--- config.mk ---
export PLATFORM = sky130hd
export DESIGN_NAME = ccg_sweep_harness
export DESIGN_NICKNAME = d
export VERILOG_FILES = /design/src/rtl/ccg_sweep_pkg.sv /design/src/rtl/ccg_misr.sv /design/src/rtl/ccg_sweep_harness.sv
export SDC_FILE = /design/constraint.sdc
export NUM_CORES = 1
export LEC_CHECK = 0
export CAP_MARGIN = 20
export CORE_MARGIN = 8
export CORE_UTILIZATION = 40
export DETAILED_ROUTE_END_ITERATION = 16
export GPL_ROUTABILITY_DRIVEN = 0
export SETUP_SLACK_MARGIN = 0.5
export SKIP_LAST_GASP = 1
export SLEW_MARGIN = 20
export SYNTH_ARGS = -nofsm -noshare
export SYNTH_HDL_FRONTEND = slang
export SYNTH_HIERARCHICAL = 1
export SYNTH_SLANG_ARGS = --single-unit
--- constraint.sdc ---
create_clock -name clk -period 2.4 [get_ports clk]
set_input_delay 0.6 -clock clk [delete_from_list [all_inputs] [get_ports clk]]
set_output_delay 0.6 -clock clk [all_outputs]
set_load 0.01 [all_outputs]
--- src/rtl/ccg_sweep_pkg.sv ---
// Shared types and MISR arithmetic for the truth-table sweep harness.
// The MISR step is width-generic (up to 32 bits) so the harness and any model agree.
package ccg_sweep_pkg;

    typedef enum logic [1:0] {
        IDLE    = 2'd0,
        DRIVE   = 2'd1,
        CAPTURE = 2'd2,
        DONE    = 2'd3
    } sweep_state_t;

    localparam logic [15:0] SIG_POLY_DEFAULT = 16'h1021;
    localparam logic [15:0] SIG_SEED_DEFAULT = 16'h0000;

    // Galois-style shift with feedback from the MSB, then fold in the row data.
    function automatic logic [31:0] misr_step(
        input logic [31:0] sig,
        input logic [31:0] data,
        input logic [31:0] poly,
        input int          width
    );
        logic [31:0] mask;
        logic [31:0] nxt;
        mask = (width >= 32) ? 32'hFFFF_FFFF : ((32'd1 << width) - 32'd1);
        nxt  = (sig << 1) ^ (sig[5'(width - 1)] ? poly : 32'd0) ^ data;
        return nxt & mask;
    endfunction

endpackage

--- src/rtl/ccg_misr.sv ---
// Multiple-input signature register compacting one sampled row per enable.
// A load restarts compaction from the supplied seed.
module ccg_misr
    import ccg_sweep_pkg::*;
#(
    parameter int               SIG_W    = 16,
    parameter logic [SIG_W-1:0] SIG_POLY = SIG_POLY_DEFAULT
) (
    input  logic             clk,
    input  logic             rst_n,
    input  logic             load,
    input  logic [SIG_W-1:0] seed,
    input  logic             en,
    input  logic [SIG_W-1:0] data,
    output logic [SIG_W-1:0] sig
);

    always_ff @(posedge clk) begin
        if (!rst_n) begin
            sig <= seed;
        end else if (load) begin
            sig <= seed;
        end else if (en) begin
            sig <= SIG_W'(misr_step(32'(sig), 32'(data), 32'(SIG_POLY), SIG_W));
        end
    end

endmodule

--- src/rtl/ccg_sweep_harness.sv ---
// Sweeps every input vector through a combinational netlist, streams each
// sampled row over valid/ready and compacts all rows into a MISR signature.
module ccg_sweep_harness
    import ccg_sweep_pkg::*;
#(
    parameter int               N_IN          = 7,
    parameter int               N_OUT         = 5,
    parameter int               SETTLE_CYCLES = 2,
    parameter int               SIG_W         = 16,
    parameter logic [SIG_W-1:0] SIG_POLY      = SIG_POLY_DEFAULT,
    parameter logic [SIG_W-1:0] SIG_SEED      = SIG_SEED_DEFAULT
) (
    input  logic             clk,
    input  logic             rst_n,
    input  logic             start,
    output logic             busy,
    output logic             done,
    output logic [N_IN-1:0]  x_out,
    input  logic [N_OUT-1:0] f_in,
    output logic             row_valid,
    input  logic             row_ready,
    output logic [N_IN-1:0]  row_index,
    output logic [N_OUT-1:0] row_data,
    output logic [SIG_W-1:0] signature
);

    localparam logic [1:0]      ST_IDLE     = IDLE;
    localparam logic [1:0]      ST_DRIVE    = DRIVE;
    localparam logic [1:0]      ST_CAPTURE  = CAPTURE;
    localparam logic [1:0]      ST_DONE     = DONE;
    localparam logic [N_IN-1:0] LAST_IDX    = '1;
    localparam logic [7:0]      SETTLE_LAST = 8'(SETTLE_CYCLES - 1);

    logic [1:0]       state;
    logic [N_IN-1:0]  idx;
    logic [7:0]       settle;
    logic             accept_start;
    logic             handshake;
    logic [SIG_W-1:0] misr_data;

    assign accept_start = (state == ST_IDLE) && start;
    assign handshake    = (state == ST_CAPTURE) && row_ready;
    assign busy         = (state == ST_DRIVE) || (state == ST_CAPTURE);
    assign done         = (state == ST_DONE);
    assign row_valid    = (state == ST_CAPTURE);
    assign misr_data    = SIG_W'(row_data);

    // f_in is only trusted on the last settle cycle; x_out holds through any stall.
    always_ff @(posedge clk) begin
        if (!rst_n) begin
            state     <= ST_IDLE;
            idx       <= '0;
            settle    <= '0;
            x_out     <= '0;
            row_index <= '0;
            row_data  <= '0;
        end else begin
            case (state)
                ST_IDLE: begin
                    if (start) begin
                        idx    <= '0;
                        x_out  <= '0;
                        settle <= '0;
                        state  <= ST_DRIVE;
                    end
                end
                ST_DRIVE: begin
                    if (settle == SETTLE_LAST) begin
                        row_data  <= f_in;
                        row_index <= idx;
                        state     <= ST_CAPTURE;
                    end else begin
                        settle <= settle + 8'd1;
                    end
                end
                ST_CAPTURE: begin
                    if (row_ready) begin
                        if (idx == LAST_IDX) begin
                            state <= ST_DONE;
                        end else begin
                            idx    <= idx + 1'b1;
                            x_out  <= idx + 1'b1;
                            settle <= '0;
                            state  <= ST_DRIVE;
                        end
                    end
                end
                default: begin
                    state <= ST_IDLE;
                end
            endcase
        end
    end

    ccg_misr #(
        .SIG_W    (SIG_W),
        .SIG_POLY (SIG_POLY)
    ) u_misr (
        .clk   (clk),
        .rst_n (rst_n),
        .load  (accept_start),
        .seed  (SIG_SEED),
        .en    (handshake),
        .data  (misr_data),
        .sig   (signature)
    );

endmodule
### Word-level counts from Yosys, hierarchy flattened

Index checks and enable logic that the tools add are counted.

* register bits after elaboration: 45
* input port bits: 9
* output and inout bits: 38
* word-level logic and storage cells: 47

* add/sub/neg operators: 2
* eq/ne operators: 10
* mux-type cells: 15
* bitwise operators: 3
* reduce and logical (&&, ||, !) cells: 11

Operators by type and width (number)
* $mux W8: 4
* $pmux W8 S3: 1
* $mux W7: 3
* $xor A16 B16 Y16: 1
* $xor A16 B5 Y16: 1
* $pmux W7 S2: 1
* $mux W13: 1
* $add A8 B1 Y8 const B: 1
* $eq A8 B1 Y1 const B: 1
* $mux W2: 4
* $add A7 B1 Y7 const B: 1
* $eq A7 B7 Y1 const B: 1
* $ne A2 B2 Y1 const B: 3
* $pmux W2 S3: 1
* $reduce_and A5 Y1: 1
* $eq A2 B2 Y1 const B: 2
* $ne A2 B1 Y1 const B: 2
* $reduce_and A4 Y1: 1
* $reduce_and A3 Y1: 1
* $reduce_bool A3 Y1: 1
* $eq A2 B1 Y1 const B: 1
* $logic_and A1 B1 Y1: 2
* $logic_not A2 Y1: 1
* $reduce_and A2 Y1: 1
* other kinds (4): 4

### Longest topological paths before layout

* depth after elaboration: 4
* mapped depth: 8
* depth with buffers taken out: 6

### By module

The synthesis kept the hierarchy.

By module, submodules not included
* ccg_sweep_harness: times used 1, cells each 183, area each 1512.7 µm², sequential area each 580.6 µm²
* ccg_misr: times used 1, cells each 52, area each 900.9 µm², sequential area each 480.5 µm²

### Least setup slack after synthesis

OpenSTA, ideal clock, no wires.

* path kind: reg2reg
* start: register state[0]
* end: register u_misr.sig[0] (enable)
* library setup time: 366 ps
* arrival time: 1536 ps
* required time: 2034 ps
* slack: 497 ps
* cell stages (with the launch flop): 9
* path buffers: 2
* period minus slack after synthesis: 1903 ps
* cell sequence: dfxtp_1 -> inv_1 -> ha_1 -> nand2_1 -> inv_1 -> nor2b_1 -> buf_6 -> buf_6 -> nand2b_1

* cells in the longest elaborated chain, start to end: 3
* elaborated cells between the ends (all ways): 5
* classes of those cells: eq/ne (1); reduce/logical (4)

Ends and longest elaborated chain
* start, declared: RTL line ccg_sweep_harness.sv:34 `logic [1:0] state;`
* start signal, assigned: RTL line ccg_sweep_harness.sv:51 `state <= ST_IDLE;`
* start signal, assigned: RTL line ccg_sweep_harness.sv:64 `state <= ST_DRIVE;`
* start signal, assigned: RTL line ccg_sweep_harness.sv:71 `state <= ST_CAPTURE;`
* $logic_not A2 Y1: RTL line ccg_sweep_harness.sv:41 `assign accept_start = (state == ST_IDLE) && start;`
* $logic_and A1 B1 Y1: RTL line ccg_sweep_harness.sv:41
* named net accept_start: RTL line ccg_sweep_harness.sv:37 `logic accept_start;`
* $reduce_or A2 Y1 (no line)
* end signal, assigned: RTL line ccg_misr.sv:24 `sig <= SIG_W'(misr_step(32'(sig), 32'(data), 32'(SIG_POLY), SIG_W));`
* end, declared: RTL line ccg_misr.sv:15 `output logic [SIG_W-1:0] sig`

The timed path passes the listed nets, and every way through them passes these cells.
A chain may end at the register's enable or synchronous reset.

==> results_dict.tcl <==
set metrics [dict create \
    synth.area.top_cells "dfxtp_1 (24%), edfxtp_1 (20%), mux2_4 (5.6%)" \
    clockRootBuffer "clkbuf_8" \
    grt_pass1_wl_um 9320 \
    grt_use_total 0.131 \
    finish.utilization 0.551 \
    setup_tns_ps 0 \
    netlist.area_leader.share 0.241 \
    avgSynthCellArea_um2 10.3 \
    cellLeakagePower_nw 1.26 \
    slew-limit-headroom 0.629 \
    max_stage_delay_ps 560 \
    cts_tree "done" \
    die_area_um2 8780 \
    start_kind "flop" \
    diodes 0 \
    yosysTopAreaCell "dfxtp_1" \
    firstDrtPassIters 4 \
    p_sw_frac 0.330 \
    pin_count 47 \
    fin_skew_ps 8.61 \
    numClockSinks 45 \
    slew_viol_final 0 \
    grt_pass1_vias 1894 \
    finalHoldViolCount 0 \
    cts.path.max_buffers 2 \
    crit_fanout 7 \
    path_delay_family "buffers and inverters" \
    routed_wl_um 5580 \
    seq_area_frac_synth 0.440 \
    grt_use_met1 0.166 \
    crit_buf_inv 1 \
    fp-row-count 28 \
    syn2layout_area_growth_pct 34.3 \
    cpMaxStageDelayCell "clkdlybuf4s50_1" \
    dp_hpwl_um 4080 \
    cts-htree-levels 2 \
    yosysUniqueCellTypes 52 \
    antenna_found_initial 0 \
    ys_ff_latch 45 \
    cts_made_buffers 5 \
    met3_usage 0.0304 \
    ys_top_cells_by_count "dfxtp_1 (29), nand2_1 (24), a21oi_1 (19), nand3_1 (19), edfxtp_1 (16)" \
    cp_cell_sequence "clkdlybuf4s50_1" \
    port_buffers 46 \
    path_clk_slew_ps 80 \
    path_class "reg -> out" \
    die_x_um 93.7 \
    clkPwrFrac 0.202 \
    drv_cap 0 \
    cp.arrival_ps 1250 \
    layout-drive-gt1-share 0.192 \
    final_net_count 328 \
    vias_per_cell 5.03 \
    grt_max_degree 17 \
    route.detailed.drc 0 \
    synth_area_um2 2410 \
    power_mw 2.78 \
    synth_edf_count 16 \
    powerDensity_nw_per_um2 857 \
    grt.busiest_layer "met2" \
    hp-class "reg -> reg" \
    ir_drop_mv 0.437 \
    cp.required_ps 1800 \
    use_met2 0.212 \
    fin_crit_ps 1850 \
    tightest_slew_ps 550 \
    internal_power_mw 1.86 \
    drt_iter0_drc 76 \
    p_sw_uw 917 \
    status "completed" \
    finalSetupViolations 0 \
    initial_core_util 0.410 \
    vias 1945 \
    end_kind "output pin" \
    grt_overflow 0 \
    die_h_um 93.7 \
    antenna_left 0 \
    synthCells 235 \
    clk-insertion-delay-late_ps 300 \
    combPwrFrac 0.410 \
    period_share 0.773 \
    power_frac_seq 0.388 \
    yosys_warnings 6 \
    post_drt_wl_per_cell_um 14.4 \
    rsz0062_at_grt "yes" \
    synth.most_common_cell "dfxtp_1" \
    design.core.area_um2 5890 \
    max_freq_ghz 0.539 \
    async_flop_share 0 \
    synth_flop_cell "dfxtp_1" \
    worst_hold_slack_ps 460 \
]
-- through the flow --
| step | worst slack, ps | area, um^2 | cells |
|---|---|---|---|
| after global routing | 445 | 3240 | 387 |
| after detailed placement | 201 | 3050 | 377 |
| after global placement | 228 | 3050 | 377 |
| final | 546 | 3240 | 387 |
| after floorplan | 589 | 2510 | 261 |
| after CTS | 466 | 3180 | 386 |
-- power by group through the flow --
stage               combinational, mW  clock, mW  sequential [mW]
floorplan                       0.636          0             1.12
global placement                 1.06          0             1.09
detailed placement               1.07          0             1.09
CTS                              1.08      0.580             1.08
global route                     1.25      0.609             1.09
finish                           1.14      0.562             1.08
-- layer usage --
layer | part of all wire | up-vias
met5 | 0 | -
met4 | 0.012 | 0
met3 | 0.046 | 5
met2 | 0.47 | 42
met1 | 0.47 | 907
li1 | - | 991
-- what timing repair did --
item | 4_1_cts | 5_1_grt
setup endpoints to repair | 17 | 20
buffers inserted | 1 | 1
resized for setup | 13 | 17
hold buffers | 0 | 0
-- layout make-up --
cell class	instances	area, um^2
clock buffer	6	72.6
clock inverter	2	35.0
fill	548	2650
inverter	9	33.8
multi-input combinational	196	1410
sequential	45	1070
tap	75	93.8
timing repair buffer	54	518
-- cell families (layout without fill, tap and decap cells) --
logic type	Yosys count	after routing	synth area share
mux	16	16	0.0886
compound gates	50	50	0.138
xor+xnor	16	16	0.0710
buf+inv	20	71	0.0394
simple gates	79	79	0.180
flops	45	45	0.440
other cells	1	27	0.00155
fa+ha+maj	8	8	0.0415
-- placed cells by master, fill, tap and decap left out, types with 2 or more instances in the layout --
master and instances:
nand2b_2 2, conb_1 27, nor3_1 5, nand4_1 4, buf_4 8, nand3_1 19
inv_1 7, ha_1 6, dlymetal6s2s_1 2, edfxtp_1 16, clkbuf_8 5, nand2_1 24
xor2_1 14, dlygate4sd2_1 2, o21a_1 2, and4_1 2, nor4_1 4, mux2_4 9
a31oi_1 2, dfxtp_2 7, mux2_2 7, o21ai_0 10, dfxtp_1 21, o31ai_1 2
or4_1 3, clkdlybuf4s50_1 41, a32o_1 4, a21oi_1 19
-- final timing paths --
check                           depth (start not counted)          from      endpoint  slack [ps]
worst max-delay path                                    1        idx[0]      x_out[0]         550
worst min-delay path                                    2  row_index[6]  row_index[6]         460
worst max register to register                          6      state[1]     settle[2]         590
worst min register to register                          2  row_index[6]  row_index[6]         460
-- state kept, by name, indices dropped and copies added (netlist names) --
signal / cells
idx: 7
row_data: 5
row_index: 7
settle: 8
state: 2
u_misr/sig: 16
(Power assumes the default switching activity.)
